### src/rtl/alu_input_sequencer.sv
// Operator front end for the registered ALU: synchronizes switches and buttons, debounces
// ENTER/UNDO and steps a one-hot FSM that issues aligned load/update strobes with the data word.
module alu_input_sequencer #(
  parameter int N          = 16,
  parameter int DEB_CYCLES = 500000
) (
  input  logic         clk,
  input  logic         reset,
  input  logic [N-1:0] sw_in,
  input  logic         btn_enter,
  input  logic         btn_undo,
  output logic [N-1:0] data_out,
  output logic         load_A,
  output logic         load_B,
  output logic         load_Op,
  output logic         updateRes,
  output logic [3:0]   state_onehot
);

  localparam int CNT_W = (DEB_CYCLES > 2) ? $clog2(DEB_CYCLES) : 1;
  localparam logic [CNT_W-1:0] CNT_MAX = CNT_W'(DEB_CYCLES - 1);

  typedef enum logic [3:0] {
    WAIT_A  = 4'b0001,
    WAIT_B  = 4'b0010,
    WAIT_OP = 4'b0100,
    SHOW    = 4'b1000
  } state_t;

  logic [N-1:0]     sw_meta_r;
  logic [N-1:0]     sw_sync_r;
  logic [1:0]       btn_raw_s;
  logic [1:0]       btn_meta_r;
  logic [1:0]       btn_sync_r;
  logic [1:0]       deb_r;
  logic [1:0]       deb_q_r;
  logic [CNT_W-1:0] cnt_r [2];
  logic             press_enter_s;
  logic             press_undo_s;

  state_t           state_r;
  state_t           state_nxt_s;
  logic             ld_a_s;
  logic             ld_b_s;
  logic             ld_op_s;
  logic             capture_s;
  logic [N-1:0]     data_r;
  logic             ld_a_r;
  logic             ld_b_r;
  logic             ld_op_r;
  logic             upd_r;

  // Bit 0 carries ENTER, bit 1 carries UNDO through the shared synchronizer/debouncer.
  assign btn_raw_s = {btn_undo, btn_enter};

  // Two-flop synchronizers for the switch word and both buttons.
  always_ff @(posedge clk or negedge reset) begin
    if (!reset) begin
      sw_meta_r  <= '0;
      sw_sync_r  <= '0;
      btn_meta_r <= 2'b00;
      btn_sync_r <= 2'b00;
    end else begin
      sw_meta_r  <= sw_in;
      sw_sync_r  <= sw_meta_r;
      btn_meta_r <= btn_raw_s;
      btn_sync_r <= btn_meta_r;
    end
  end

  for (genvar b = 0; b < 2; b++) begin : g_deb
    // Accept a new level only after it has differed from the debounced level for DEB_CYCLES edges.
    always_ff @(posedge clk or negedge reset) begin
      if (!reset) begin
        cnt_r[b]   <= '0;
        deb_r[b]   <= 1'b0;
        deb_q_r[b] <= 1'b0;
      end else begin
        deb_q_r[b] <= deb_r[b];
        if (btn_sync_r[b] == deb_r[b]) begin
          cnt_r[b] <= '0;
        end else if (cnt_r[b] == CNT_MAX) begin
          deb_r[b] <= btn_sync_r[b];
          cnt_r[b] <= '0;
        end else begin
          cnt_r[b] <= cnt_r[b] + {{(CNT_W-1){1'b0}}, 1'b1};
        end
      end
    end
  end

  assign press_enter_s = deb_r[0] & ~deb_q_r[0];
  assign press_undo_s  = deb_r[1] & ~deb_q_r[1];

  // State register.
  always_ff @(posedge clk or negedge reset) begin
    if (!reset) begin
      state_r <= WAIT_A;
    end else begin
      state_r <= state_nxt_s;
    end
  end

  // Next-state logic; UNDO takes priority over a coincident ENTER.
  always_comb begin
    state_nxt_s = state_r;
    if (press_undo_s) begin
      case (state_r)
        WAIT_A:  state_nxt_s = WAIT_A;
        WAIT_B:  state_nxt_s = WAIT_A;
        WAIT_OP: state_nxt_s = WAIT_B;
        SHOW:    state_nxt_s = WAIT_OP;
        default: state_nxt_s = WAIT_A;
      endcase
    end else if (press_enter_s) begin
      case (state_r)
        WAIT_A:  state_nxt_s = WAIT_B;
        WAIT_B:  state_nxt_s = WAIT_OP;
        WAIT_OP: state_nxt_s = SHOW;
        SHOW:    state_nxt_s = WAIT_A;
        default: state_nxt_s = WAIT_A;
      endcase
    end else begin
      state_nxt_s = state_r;
    end
  end

  // Strobe decode: only an accepted ENTER in a capture state loads the ALU.
  always_comb begin
    ld_a_s  = 1'b0;
    ld_b_s  = 1'b0;
    ld_op_s = 1'b0;
    if (press_enter_s && !press_undo_s) begin
      case (state_r)
        WAIT_A:  ld_a_s  = 1'b1;
        WAIT_B:  ld_b_s  = 1'b1;
        WAIT_OP: ld_op_s = 1'b1;
        default: ld_a_s  = 1'b0;
      endcase
    end else begin
      ld_a_s = 1'b0;
    end
  end

  assign capture_s = ld_a_s | ld_b_s | ld_op_s;

  // Strobes and data word registered together so the ALU sees them aligned.
  always_ff @(posedge clk or negedge reset) begin
    if (!reset) begin
      data_r  <= '0;
      ld_a_r  <= 1'b0;
      ld_b_r  <= 1'b0;
      ld_op_r <= 1'b0;
      upd_r   <= 1'b0;
    end else begin
      ld_a_r  <= ld_a_s;
      ld_b_r  <= ld_b_s;
      ld_op_r <= ld_op_s;
      upd_r   <= ld_op_r;
      if (capture_s) begin
        data_r <= sw_sync_r;
      end
    end
  end

  assign data_out     = data_r;
  assign load_A       = ld_a_r;
  assign load_B       = ld_b_r;
  assign load_Op      = ld_op_r;
  assign updateRes    = upd_r;
  assign state_onehot = state_r;

endmodule
### config.mk
export PLATFORM = sky130hd
export DESIGN_NAME = alu_input_sequencer
export DESIGN_NICKNAME = d
export VERILOG_FILES = /design/src/rtl/alu_input_sequencer.sv
export SDC_FILE = /design/constraint.sdc
export NUM_CORES = 1
export LEC_CHECK = 0
export ABC_AREA = 1
export BUFFER_PORTS_ARGS = -buffer_cell sky130_fd_sc_hd__clkbuf_2
export CORE_AREA = 4 4 135 137
export DETAILED_ROUTE_END_ITERATION = 12
export DIE_AREA = 0 0 139 141
export SYNTH_ARGS = -nofsm -noshare
export SYNTH_HDL_FRONTEND = slang
export SYNTH_SLANG_ARGS = --single-unit
### constraint.sdc
create_clock -name clk -period 2.05 [get_ports clk]
set_clock_uncertainty 0.15 [all_clocks]
set_input_delay 0.3075 -clock clk [delete_from_list [all_inputs] [get_ports clk]]
set_output_delay 0.3075 -clock clk [all_outputs]
set_load 0.05 [all_outputs]
==> flow_metrics.tcl <==
set metrics [dict create \
    cts_buffer_depth 2 \
    die_w_um 139 \
    cp_slowest_cell "dfrtp_1" \
    syn_to_final_growth_pct 24.92 \
    maxSlewViolCount 0 \
    r2r_cells 6 \
    maxCapViolations 0 \
    io_buffer_count 43 \
    clk_latency_ns 0.36 \
    period_share_pct 83.87 \
    io_pins 44 \
    cp_common_cell "nand2_1" \
    rsz0062_at_grt "false" \
    dp_hpwl_um 6522 \
    start_util_pct 24.73 \
    fin_setup_tns_ns 0 \
    seq_power_share_pct 51.8 \
    p_leak_nw 2.449 \
    grt_antenna_before_repair 0 \
    diodes 0 \
    max-vdd-ir-drop_mv 0.4120 \
    drive_above_1_share_pct 15.24 \
    wire_per_inst_um 11.88 \
    crit_arrival_ns 1.86 \
    die_h_um 141 \
    layout.cells.non_filler 763 \
    ys_seq_elements 102 \
    place.gp.congestion 0.8308 \
    yosysTopAreaCellShare_pct 59.92 \
    max_freq_ghz 0.5816 \
    drtPass1Iterations 4 \
    crit_fanout 19 \
    period_minus_slack_ns 1.719 \
    synth_area_leaders "dfrtp_1 (60%), nand2_1 (9.6%), nor2_1 (8.6%), inv_1 (3.5%), nand3_1 (3.0%)" \
    numCtsBuffers 9 \
    gr-total-overflow 0 \
    worst_pin_slew_ns 0.5113 \
    sw_frac_of_total_pct 22.79 \
    holdPathEnd "sw_sync_r[2]$_DFF_PN0_" \
    grt_pass1_vias 3064 \
    clockRootBuffer "clkbuf_16" \
    cell_internal_pwr_w 0.003089 \
    drc 0 \
    post_cts_resized 0 \
    setup_viol 0 \
    synth_area_per_cell_sq_um 9.209 \
    seq_area_frac_synth_pct 60.55 \
    startpoint "deb_r[0]$_DFFE_PN0P_" \
    criticalPathCategory "flop to flop" \
    synthCells 458 \
    synth_nets 480 \
    rr_endpoint "data_out[4]$_DFFE_PN0P_" \
    ant_nets 0 \
    placedCellCount 728 \
    num-nets-final 555 \
    slew_headroom_pct 65.91 \
    worstPathRequired_ns 2.19 \
    p_comb_share_pct 3.3 \
    syn_area_sq_um 4218 \
    critical_path.startpoint_type "flop" \
    hold_viol 0 \
    holdCritPathClass "flop to flop" \
    finalWirelength_um 9063 \
    dieArea_sq_um 19600 \
    yosys.cell_types.count 29 \
    grt_max_degree 38 \
    switchingPower_w 0.0009120 \
    p_clk_share_pct 44.8 \
    grt_pass1_wl_um 15300 \
    core_area_sq_um 17060 \
    vias 3060 \
    whs_path_depth 0 \
    slowest_delay_ns 0.44 \
    yosysWarnings 0 \
    path_clk_slew_ns 0.08 \
    tritoncts "yes" \
    cts_sinks 102 \
    drt_iter0_drc 198 \
    cp_cell_sequence "nand2_2 > nor2_4 > nand4_4 > nand3_4 > nand2_1 > nand2_1" \
    end_kind "flop" \
    track_usage_pct 9.892 \
    synth_area_leader_cell "dfrtp_1" \
    min_from "sw_meta_r[2]$_DFF_PN0_" \
    status "completed" \
    power_density_nw_per_um2 759.4 \
    htree_levels 3 \
    r2r-start "deb_r[0]$_DFFE_PN0P_" \
    row_count 48 \
    viasPerCell 4.010 \
    r2r_setup_slack_ns 0.33 \
]
worst max-delay path, delay by kind of cell, from the launching register on:
family | cells | cell delay (ns)
flip-flops | 1 | 0.44
AND/OR/NAND/NOR | 6 | 1.05
layout make-up:
class	instances	area [sq um]
Fill cell	1810	11790
Multi-Input combinational cell	308	1474
Sequential cell	102	2554
Timing Repair Buffer	68	478.0
Inverter	44	165.2
Clock inverter	7	91.34
Clock buffer	9	225.2
Tap cell	225	281.5
sequential cells by signal (all words and copies together), names as in the netlist:
| signal | flops |
|---|---|
| btn_sync_r | 2 |
| cnt_r | 38 |
| deb_q_r | 2 |
| btn_meta_r | 2 |
| state_onehot | 4 |
| load_Op | 1 |
| load_A | 1 |
| sw_sync_r | 16 |
| deb_r | 2 |
| updateRes | 1 |
| load_B | 1 |
| data_out | 16 |
| sw_meta_r | 16 |
synth_stat cells (all sizes together):
cell	instances
a21oi	10
nand2	110
and2	2
nand4	21
o21a	1
o21ai	4
dfstp	1
nor3	8
xor2	12
dfrtp	101
ha	2
clkbuf	1
xnor2	6
inv	44
nand3	27
nor3b	2
a31oi	1
nor2	101
o211ai	1
buf	3
what timing repair did:
item	CTS	global route
setup endpoints to repair	0	0
hold buffers	19	0
setup buffers	0	0
endpoints found under the hold margin	49	0
through the flow:
step                setup WS (ns)  instance area, sq um  hold WS, ns  total power [W]  utilization [%]
detailed placement         0.2946                  4762       0.1740         0.002228            27.92
global placement           0.3505                  4762       0.1736         0.002228            27.92
global route               0.1439                  5269       0.2067         0.004176            30.89
CTS                        0.2740                  5269       0.2022         0.004070            30.89
finish                     0.3306                  5269       0.2006         0.004001            30.89
floorplan                  0.2930                  4218      -0.1381         0.002137                -
layout by cell type, fill, tap and decap left out, types with 2 or more instances in the layout:
master         Yosys  routed
dfrtp_1          101     101
nor2_1            97      97
inv_2              5       5
and2_1             2       2
buf_4              0       5
o21ai_0            4       4
buf_12             0       2
ha_1               2       2
nor3b_1            2       2
nand3_1           25      25
nand4_1           20      20
clkbuf_2           0      42
a21oi_1            9       9
nor2_2             2       2
nand2_2            2       2
nand2_1          108     108
clkinv_4           0       2
nor2_4             2       2
nand3_4            2       2
inv_1             39      39
dlygate4sd3_1      0      19
xnor2_1            6       6
nor3_1             7       7
clkbuf_16          0       9
xor2_1            12      12
power groups by stage:
stage	Combinational, W	Clock [W]	Sequential, W
floorplan	0.0000285	0	0.00211
global placement	0.000113	0	0.00212
detailed placement	0.000113	0	0.00212
CTS	0.000140	0.00185	0.00208
global route	0.000157	0.00194	0.00208
finish	0.000134	0.00179	0.00207
kinds of logic (layout without fill, tap and decap cells):
| family | Yosys count | in the layout | share of synthesized area [%] |
|---|---|---|---|
| AND/OR/NAND/NOR | 271 | 271 | 28.36 |
| AO/OA/AOI/OAI | 17 | 17 | 2.255 |
| flip-flops | 102 | 102 | 60.55 |
| buffers and inverters | 48 | 128 | 4.509 |
| XOR/XNOR | 18 | 18 | 3.738 |
| adder cells (fa/ha/maj) | 2 | 2 | 0.5932 |
worst max path at each step:
stage	endpoint	slack [ns]	cells after the start
2_1_floorplan	data_out[10]$_DFFE_PN0P_	0.29	6
3_3_place_gp	data_out[9]$_DFFE_PN0P_	0.35	6
3_5_place_dp	data_out[4]$_DFFE_PN0P_	0.29	6
4_1_cts	data_out[4]$_DFFE_PN0P_	0.27	6
5_1_grt	data_out[9]$_DFFE_PN0P_	0.14	6
6_report	data_out[4]$_DFFE_PN0P_	0.33	6
per-layer routing:
| metal | global-route usage (%) | vias to the layer above | share of wire [%] |
|---|---|---|---|
| met5 | 0 | - | 0 |
| met4 | 4.480 | 0 | 1.9 |
| met3 | 2.748 | 11 | 3.2 |
| met2 | 15.21 | 43 | 45 |
| met1 | 13.03 | 1407 | 50 |
| li1 | - | 1599 | - |
No activity file was read; power rests on OpenSTA's default activity.
